`config.mk`:
```
export PLATFORM = sky130hd
export DESIGN_NAME = change_event_logger_flat
export DESIGN_NICKNAME = d
export VERILOG_FILES = /design/src/rtl/change_event_logger_pkg.sv /design/src/rtl/change_event_logger_if.sv /design/src/rtl/change_event_logger_sync_fifo.sv /design/src/rtl/change_event_logger.sv /design/src/flat_wrapper.sv
export SDC_FILE = /design/constraint.sdc
export NUM_CORES = 1
export LEC_CHECK = 0
export BUFFER_PORTS_ARGS = -buffer_cell sky130_fd_sc_hd__buf_2
export CORE_ASPECT_RATIO = 2
export CORE_MARGIN = 2
export CORE_UTILIZATION = 55
export CTS_CLUSTER_DIAMETER = 80
export DETAILED_ROUTE_END_ITERATION = 8
export PLACE_DENSITY = 0.79
export SYNTH_ARGS = -nofsm -noshare
export SYNTH_HDL_FRONTEND = slang
export SYNTH_SLANG_ARGS = --single-unit
```
`constraint.sdc`:
```
create_clock -name clk -period 4.9 [get_ports clk]
set_clock_uncertainty 0.15 [all_clocks]
set_input_delay 0.98 -clock clk [delete_from_list [all_inputs] [get_ports clk]]
set_output_delay 0.98 -clock clk [all_outputs]
set_load 0.05 [all_outputs]
```
`src/rtl/change_event_logger_pkg.sv`:
```
// logger_pkg: shared event record type and default sizes for change_event_logger.
// Optional drop counter is enabled by defining CHANGE_LOGGER_DROP_COUNT_EN.
package logger_pkg;
    localparam int LOG_WIDTH = 3;
    localparam int LOG_TS_W  = 16;
    localparam int LOG_DEPTH = 8;

    typedef struct packed {
        logic [LOG_TS_W-1:0]  ts;
        logic [LOG_WIDTH-1:0] prev;
        logic [LOG_WIDTH-1:0] cur;
    } event_t;

    function automatic int count_w(input int depth);
        return $clog2(depth + 1);
    endfunction
endpackage

```
`src/rtl/change_event_logger_if.sv`:
```
// change_event_logger_if: sample input and event drain handshake of the change logger.
// Carries drop_count only when CHANGE_LOGGER_DROP_COUNT_EN is defined.
interface change_event_logger_if
    import logger_pkg::*;
#(
    parameter int WIDTH = LOG_WIDTH,
    parameter int DEPTH = LOG_DEPTH,
    parameter int TS_W  = LOG_TS_W
);
    logic [WIDTH-1:0]          sample_in;
    logic                      sample_en;
    logic                      ev_valid;
    logic                      ev_ready;
    logic [TS_W-1:0]           ev_ts;
    logic [WIDTH-1:0]          ev_prev;
    logic [WIDTH-1:0]          ev_cur;
    logic [count_w(DEPTH)-1:0] ev_count;
    logic                      overflow;
    logic                      ovf_clr;
`ifdef CHANGE_LOGGER_DROP_COUNT_EN
    logic [7:0]                drop_count;
`endif

    modport master (
        output sample_in, sample_en, ev_ready, ovf_clr,
        input  ev_valid, ev_ts, ev_prev, ev_cur, ev_count, overflow
`ifdef CHANGE_LOGGER_DROP_COUNT_EN
        , drop_count
`endif
    );

    modport slave (
        input  sample_in, sample_en, ev_ready, ovf_clr,
        output ev_valid, ev_ts, ev_prev, ev_cur, ev_count, overflow
`ifdef CHANGE_LOGGER_DROP_COUNT_EN
        , drop_count
`endif
    );
endinterface

```
`src/rtl/change_event_logger_sync_fifo.sv`:
```
// sync_fifo: generic DEPTH-entry synchronous FIFO of type T with occupancy count.
// Head reads as zero while empty; a push into a full FIFO is accepted only alongside a pop.
module sync_fifo
    import logger_pkg::*;
#(
    parameter type T      = event_t,
    parameter int  DEPTH  = LOG_DEPTH,
    localparam int AW     = $clog2(DEPTH),
    localparam int CW     = count_w(DEPTH)
) (
    input  logic          clk,
    input  logic          rst,
    input  logic          push,
    input  logic          pop,
    input  T              din,
    output T              dout,
    output logic          full,
    output logic          empty,
    output logic [CW-1:0] count
);
    T              mem [DEPTH];
    logic [AW-1:0] wr_ptr;
    logic [AW-1:0] rd_ptr;
    logic          do_push;
    logic          do_pop;

    always_comb begin
        empty   = count == '0;
        full    = count == CW'(DEPTH);
        do_pop  = pop && !empty;
        do_push = push && (!full || do_pop);
        dout    = empty ? '0 : mem[rd_ptr];
    end

    always_ff @(posedge clk) begin
        if (rst) begin
            wr_ptr <= '0;
            rd_ptr <= '0;
            count  <= '0;
        end else begin
            if (do_push) wr_ptr <= wr_ptr + AW'(1);
            if (do_pop) rd_ptr <= rd_ptr + AW'(1);
            if (do_push != do_pop) count <= do_push ? count + CW'(1) : count - CW'(1);
        end
    end

    always_ff @(posedge clk) begin
        if (do_push) mem[wr_ptr] <= din;
    end
endmodule

```
`src/rtl/change_event_logger.sv`:
```
// change_event_logger: timestamps every change of a sampled bundle into a drainable FIFO.
// Define CHANGE_LOGGER_DROP_COUNT_EN to add a saturating 8-bit drop counter.
module change_event_logger
    import logger_pkg::*;
#(
    parameter int WIDTH = LOG_WIDTH,
    parameter int DEPTH = LOG_DEPTH,
    parameter int TS_W  = LOG_TS_W
) (
    input logic                  clk,
    input logic                  rst,
    change_event_logger_if.slave bus
);
    typedef struct packed {
        logic [TS_W-1:0]  ts;
        logic [WIDTH-1:0] prev;
        logic [WIDTH-1:0] cur;
    } ev_t;

    logic [TS_W-1:0]  ts_cnt;
    logic [WIDTH-1:0] last;
    logic             primed;
    logic             change;
    logic             pop;
    logic             drop;
    logic             full;
    logic             empty;
    ev_t              head;
    ev_t              entry;

    always_comb begin
        change = bus.sample_en && primed && (bus.sample_in != last);
        pop    = !empty && bus.ev_ready;
        drop   = change && full && !pop;
        entry  = '{ts: ts_cnt, prev: last, cur: bus.sample_in};
    end

    always_ff @(posedge clk) begin
        ts_cnt <= rst ? '0 : ts_cnt + TS_W'(1);
    end

    // The first enabled sample after reset only seeds the reference value.
    always_ff @(posedge clk) begin
        if (rst) begin
            primed <= 1'b0;
            last   <= '0;
        end else if (bus.sample_en) begin
            primed <= 1'b1;
            last   <= bus.sample_in;
        end
    end

    sync_fifo #(.T(ev_t), .DEPTH(DEPTH)) u_fifo (
        .clk   (clk),
        .rst   (rst),
        .push  (change),
        .pop   (pop),
        .din   (entry),
        .dout  (head),
        .full  (full),
        .empty (empty),
        .count (bus.ev_count)
    );

    assign bus.ev_valid = !empty;
    assign bus.ev_ts    = head.ts;
    assign bus.ev_prev  = head.prev;
    assign bus.ev_cur   = head.cur;

    // A drop in the same cycle as a clear still leaves overflow set.
    always_ff @(posedge clk) begin
        bus.overflow <= rst ? 1'b0 : drop ? 1'b1 : bus.ovf_clr ? 1'b0 : bus.overflow;
    end

`ifdef CHANGE_LOGGER_DROP_COUNT_EN
    always_ff @(posedge clk) begin
        if (rst)
            bus.drop_count <= '0;
        else if (bus.ovf_clr)
            bus.drop_count <= {7'd0, drop};
        else if (drop && bus.drop_count != 8'hff)
            bus.drop_count <= bus.drop_count + 8'd1;
    end
`endif
endmodule

```
`src/flat_wrapper.sv`:
```
// flat-port wrapper written by rule: the top's interface ports become plain ports
module change_event_logger_flat import logger_pkg::*;
#(
    parameter int WIDTH = LOG_WIDTH,
    parameter int DEPTH = LOG_DEPTH,
    parameter int TS_W  = LOG_TS_W
)
  (clk, rst, bus_sample_in, bus_sample_en, bus_ev_ready, bus_ovf_clr, bus_ev_valid, bus_ev_ts, bus_ev_prev, bus_ev_cur, bus_ev_count, bus_overflow);
  change_event_logger_if #(.WIDTH(WIDTH), .DEPTH(DEPTH), .TS_W(TS_W)) bus_i ();
  input logic clk;
  input logic rst;
  input wire logic [$bits(bus_i.sample_in)-1:0] bus_sample_in;
  input wire logic [$bits(bus_i.sample_en)-1:0] bus_sample_en;
  input wire logic [$bits(bus_i.ev_ready)-1:0] bus_ev_ready;
  input wire logic [$bits(bus_i.ovf_clr)-1:0] bus_ovf_clr;
  output wire logic [$bits(bus_i.ev_valid)-1:0] bus_ev_valid;
  output wire logic [$bits(bus_i.ev_ts)-1:0] bus_ev_ts;
  output wire logic [$bits(bus_i.ev_prev)-1:0] bus_ev_prev;
  output wire logic [$bits(bus_i.ev_cur)-1:0] bus_ev_cur;
  output wire logic [$bits(bus_i.ev_count)-1:0] bus_ev_count;
  output wire logic [$bits(bus_i.overflow)-1:0] bus_overflow;
  assign bus_i.sample_in = bus_sample_in;
  assign bus_i.sample_en = bus_sample_en;
  assign bus_i.ev_ready = bus_ev_ready;
  assign bus_i.ovf_clr = bus_ovf_clr;
  assign bus_ev_valid = bus_i.ev_valid;
  assign bus_ev_ts = bus_i.ev_ts;
  assign bus_ev_prev = bus_i.ev_prev;
  assign bus_ev_cur = bus_i.ev_cur;
  assign bus_ev_count = bus_i.ev_count;
  assign bus_overflow = bus_i.overflow;
  change_event_logger #(.WIDTH(WIDTH), .DEPTH(DEPTH), .TS_W(TS_W)) u_core (.clk(clk), .rst(rst), .bus(bus_i));
endmodule
```
After elaboration in Yosys (flattened, before gate mapping) --
Memory sizes are Yosys's and may differ from the RTL's. A register that Yosys moved wholly into a read port is not among the register bits. Cells that the tools add are included.
Operators by class: $add $sub $neg 5, equal/unequal tests 3, multiplexer cells 8, reductions and logical operators 13
Operators by type and width (number):
- $mux 22 | 1
- $add 16x1->16 const B | 1
- $logic_and 1x1->1 | 7
- $add 3x1->3 const B | 2
- $mux 3 | 2
- $add 4x1->4 const B | 1
- $eq 4x4->1 const B | 1
- $logic_not 4->1 | 1
- $mux 1 | 4
- $mux 4 | 1
- $sub 4x1->4 const B | 1
- $logic_not 1->1 | 3
- $ne 3x3->1 | 1
- $reduce_bool 2->1 | 1
- $logic_or 1x1->1 | 1
- $ne 1x1->1 | 1
Storage, ports and cells: register bits after elaboration 31, RAM bits 176, input bits 8, output and inout port bits 28, logic and storage cells 37, memories kept 1
Memory list:
- u_core.u_fifo.mem | words 8, bits a word 22, read ports 1, clocked after memory_dff 1, write ports 1, RTL line change_event_logger_sync_fifo.sv:21 | T mem [DEPTH];

Logic depth before layout (Yosys ltp) --
word-level depth 8, depth in mapped cells 10, depth with buffers taken out 9

Cells and area by module --
Synthesis repeated with hierarchy kept, for this count alone.
Unflattened totals: cell total of the unflattened synthesis 462, area, all modules 8296.7 µm²
By module, submodules not included:
- sync_fifo | instances 1, cells an instance 360, area each 7379.6 µm², seq. area each 5545.3 µm²
- change_event_logger | instances 1, cells an instance 102, area each 917.1 µm², seq. area each 420.4 µm²

Least setup slack after synthesis --
Ideal clock, no wire load.
path type input to register, start point input port bus_sample_en, end point memory u_core.u_fifo.mem[0][0] (netlist bit) (enable), library setup time 0.457 ns, arrival 4.173 ns, data required time 4.293 ns, path slack 0.120 ns, cell stages on the path 5, path buffers 1, cells stage by stage clkbuf_1 > nand2_1 > a31oi_1 > nand2_1 > nor4_1
Between the ends: cells in the longest elaborated chain, start to end 5
RTL lines:
- start: declaration | RTL line flat_wrapper.sv:13 | input wire logic [$bits(bus_i.sample_en)-1:0] bus_sample_en;
- $logic_and 1x1->1 (2 in a row) | RTL line change_event_logger.sv:32 | change = bus.sample_en && primed && (bus.sample_in != last);
- $logic_and 1x1->1 | RTL line change_event_logger_sync_fifo.sv:31 | do_push = push && (!full || do_pop);
- $mux 1 | RTL line change_event_logger_sync_fifo.sv:48 | if (do_push) mem[wr_ptr] <= din;
- $mux 1 (implied by the code) | RTL line change_event_logger_sync_fifo.sv:48
- end: declaration | RTL line change_event_logger_sync_fifo.sv:21
No other way between the ends.

==> results.cfg <==
[critical_path]
worstPathCellList = buf_4 -> mux4_2 -> mux2i_1 -> nor2_1 -> buf_2
crit_buf_inv = 2
critical_path_class = flip-flop to primary output
start_kind = flip-flop
cpMaxStageDelayCell = buf_4
crit_family = buffers and inverters
setup.worst_path.end_class = primary output
crit_arrival_ns = 2.62
worstPathMaxFanout = 44
cp.required_ns = 3.77
cp_slowest_stage_delay_ns = 0.64

[clocking]
cts.sinks = 210
clkTransAtPathRegs_ns = 0.07
cts_hold_buf = 0
cts_root_buf = clkbuf_16
post_cts_buffers = 0
clk_latency_ns = 0.47
cts_resized = 0
htreeDepth = 1
clockBufferDepth = 3
numCtsBuffers = 17
tritoncts = built

[power_and_ir_drop]
p_leak_nw = 3.022
vdd_drop_max_mv = 0.5084
totalPowerFinal_mw = 4.837
powerDensity_mw_per_mm2 = 527.2

[synthesis]
synthSimpleGateAreaFrac_pct = 5.568
yosys.area_share.adder_pct = 1.015
synth_xor_area_share_pct = 2.476
yosysTopAreaCellShare_pct = 64.96
synth_top_family_by_area = multiplexers
ys_types = 33
synth_compound_area_share_pct = 0.6306
synth_area_per_cell_um2 = 18.41
synthCells = 442
muxShareOfSynthArea_pct = 15.89
synth_seq_cells = 210
synth_nets = 456
syn-cell-area_mm2 = 0.008135
ys_top_cells_by_area = edfxtp_1, mux4_2, dfxtp_1, mux2i_1, nor2_1
yosysWarnings = 0
yosysTopAreaCell = edfxtp_1
ys_seq_area_share_pct = 73.33

[global_route]
grt_max_degree = 45
grt_pass1_wl_um = 24010
gr-total-overflow = 0
grt_pass1_vias = 4286
track_usage_pct = 19.92
antenna_found_initial = 0

[status]
status = finished clean

[timing]
max_freq_ghz = 0.2665
hold_viol = 0
worstMarginPinSlew_ns = 1.164
setup_viol = 0
rsz0062_at_grt = false
tns_ns = 0
fin_ws_ns = 1.147
drv_slew = 0
slew_headroom_pct = 22.43
finalCritPeriodShare_pct = 76.59
period_needed_ns = 3.753

[job]
drv_cap = 0

[final_layout]
final_cell_mix = edfxtp_1, nor2_1, mux4_2, buf_2, dfxtp_1
nNetsFinal = 501
fin_cells = 689
final_common_cell = edfxtp_1
fin_area_mm2 = 0.009175
syn_to_final_growth_pct = 12.78
drive_gt1_share_pct = 25.96
num_antenna_cells = 0
n_fill_cell = 1063

[placed_design]
postPlaceCellArea_mm2 = 0.008588
hpwl_um = 9141
dp_slack_ns = 0.9439
place.gp.congestion = 0.7828
port_buffers = 35
dp_cells = 660

[floorplanning]
die_w_um = 90
die_y_um = 176.0
rows = 62
num_io_pins = 36
coreArea_mm2 = 0.01443
die_area_mm2 = 0.01584
initial_core_util_pct = 56.38

[routing]
wl_per_cell_um = 22.02
drt_iter0_markers = 241
wl_um = 15170
drtAntennaViolNets = 0
vias = 4069
first_pass_iters = 4
viasPerCell = 5.906
remaining_drc_errors = 0

[min_path]
hold_class = flip-flop to flip-flop
-- cell families after synthesis --
logic type | Yosys count
XOR/XNOR | 23
AO/OA/AOI/OAI | 9
AND/OR/NAND/NOR | 98
buffers and inverters | 22
flip-flops | 210
multiplexers | 74
adder cells (fa/ha/maj) | 6
-- per-stage QoR --
| step | hold WS (ns) | util, % |
|---|---|---|
| after detailed placement | 0.3142 | 59.52 |
| final | 0.3385 | 63.59 |
| after global placement | 0.3065 | 59.52 |
| after global routing | 0.3419 | 63.59 |
| after CTS | 0.3308 | 63.59 |
| after floorplan | 0.2902 | - |
-- worst min-delay path, stage by stage (launching register included) --
cell and delay (ns):
dfxtp_1 0.31, nand2b_1 0.07, a21oi_1 0.06
-- synth_stat cells, drive strengths merged --
cell type / n
inv: 2
dfxtp: 34
or3: 2
nor4: 3
edfxtp: 176
nand3: 12
nor2b: 1
and3: 3
mux2i: 29
clkbuf: 13
nor3b: 1
mux4: 44
o21ai: 1
nand2: 7
a31oi: 1
nand4: 3
nand2b: 3
fa: 1
ha: 5
a21oi: 5
mux2: 1
and2: 1
xor2: 13
a21o: 1
nor2: 56
buf: 7
a22oi: 1
xnor2: 10
and4: 1
nor3: 5
-- flip-flops by register name, indices dropped and copies added (netlist names), named ones only --
register and cells:
u_core.u_fifo.mem 176, u_core.primed 1, u_core.u_fifo.rd_ptr 3, u_core.bus.overflow 1, u_core.u_fifo.count 4, u_core.ts_cnt 16
u_core.u_fifo.wr_ptr 3, u_core.last 3
-- worst paths after layout --
| kind | from | end | slack (ns) | cells past startpoint |
|---|---|---|---|---|
| worst max-delay path | flip-flop | bus_ev_ts[4] | 1.15 | 5 |
| worst min register to register | u_core.bus.overflow$_SDFFE_PP0P_ | u_core.bus.overflow$_SDFFE_PP0P_ | 0.34 | 2 |
| worst min-delay path | u_core.bus.overflow$_SDFFE_PP0P_ | u_core.bus.overflow$_SDFFE_PP0P_ | 0.34 | 2 |
| worst max register to register | u_core.last[1]$_SDFFE_PP0P_ | u_core.u_fifo.count[3]$_SDFFE_PP0P_ | 1.55 | 9 |
-- where the power goes --
group | switching, mW | internal [mW] | leakage (nW)
Combinational | 0.905 | 0.480 | 0.832
Clock | 0.589 | 0.807 | 0.288
Sequential | 0.0873 | 1.97 | 1.90
-- routing by layer --
layer  vias up  wire [um]  GRT usage [%]
met1      2115       5398          22.19
met3        31        613          2.518
li1       1814          -              -
met2       109       8731          38.25
met5         -          0              0
met4         0        431          7.821
-- layout make-up --
| class | instances | area, um2 | area share (%) |
|---|---|---|---|
| sequential | 210 | 5968 | 65.05 |
| multi-input combinational | 210 | 2115 | 23.05 |
| timing repair buffer | 46 | 257.7 | 2.809 |
| inverter | 2 | 7.507 | 0.08182 |
| clock buffer | 23 | 521.8 | 5.687 |
| clock inverter | 6 | 65.06 | 0.7091 |
| tap | 192 | 240.2 | 2.618 |
No activity file was read; power rests on OpenSTA's default activity.
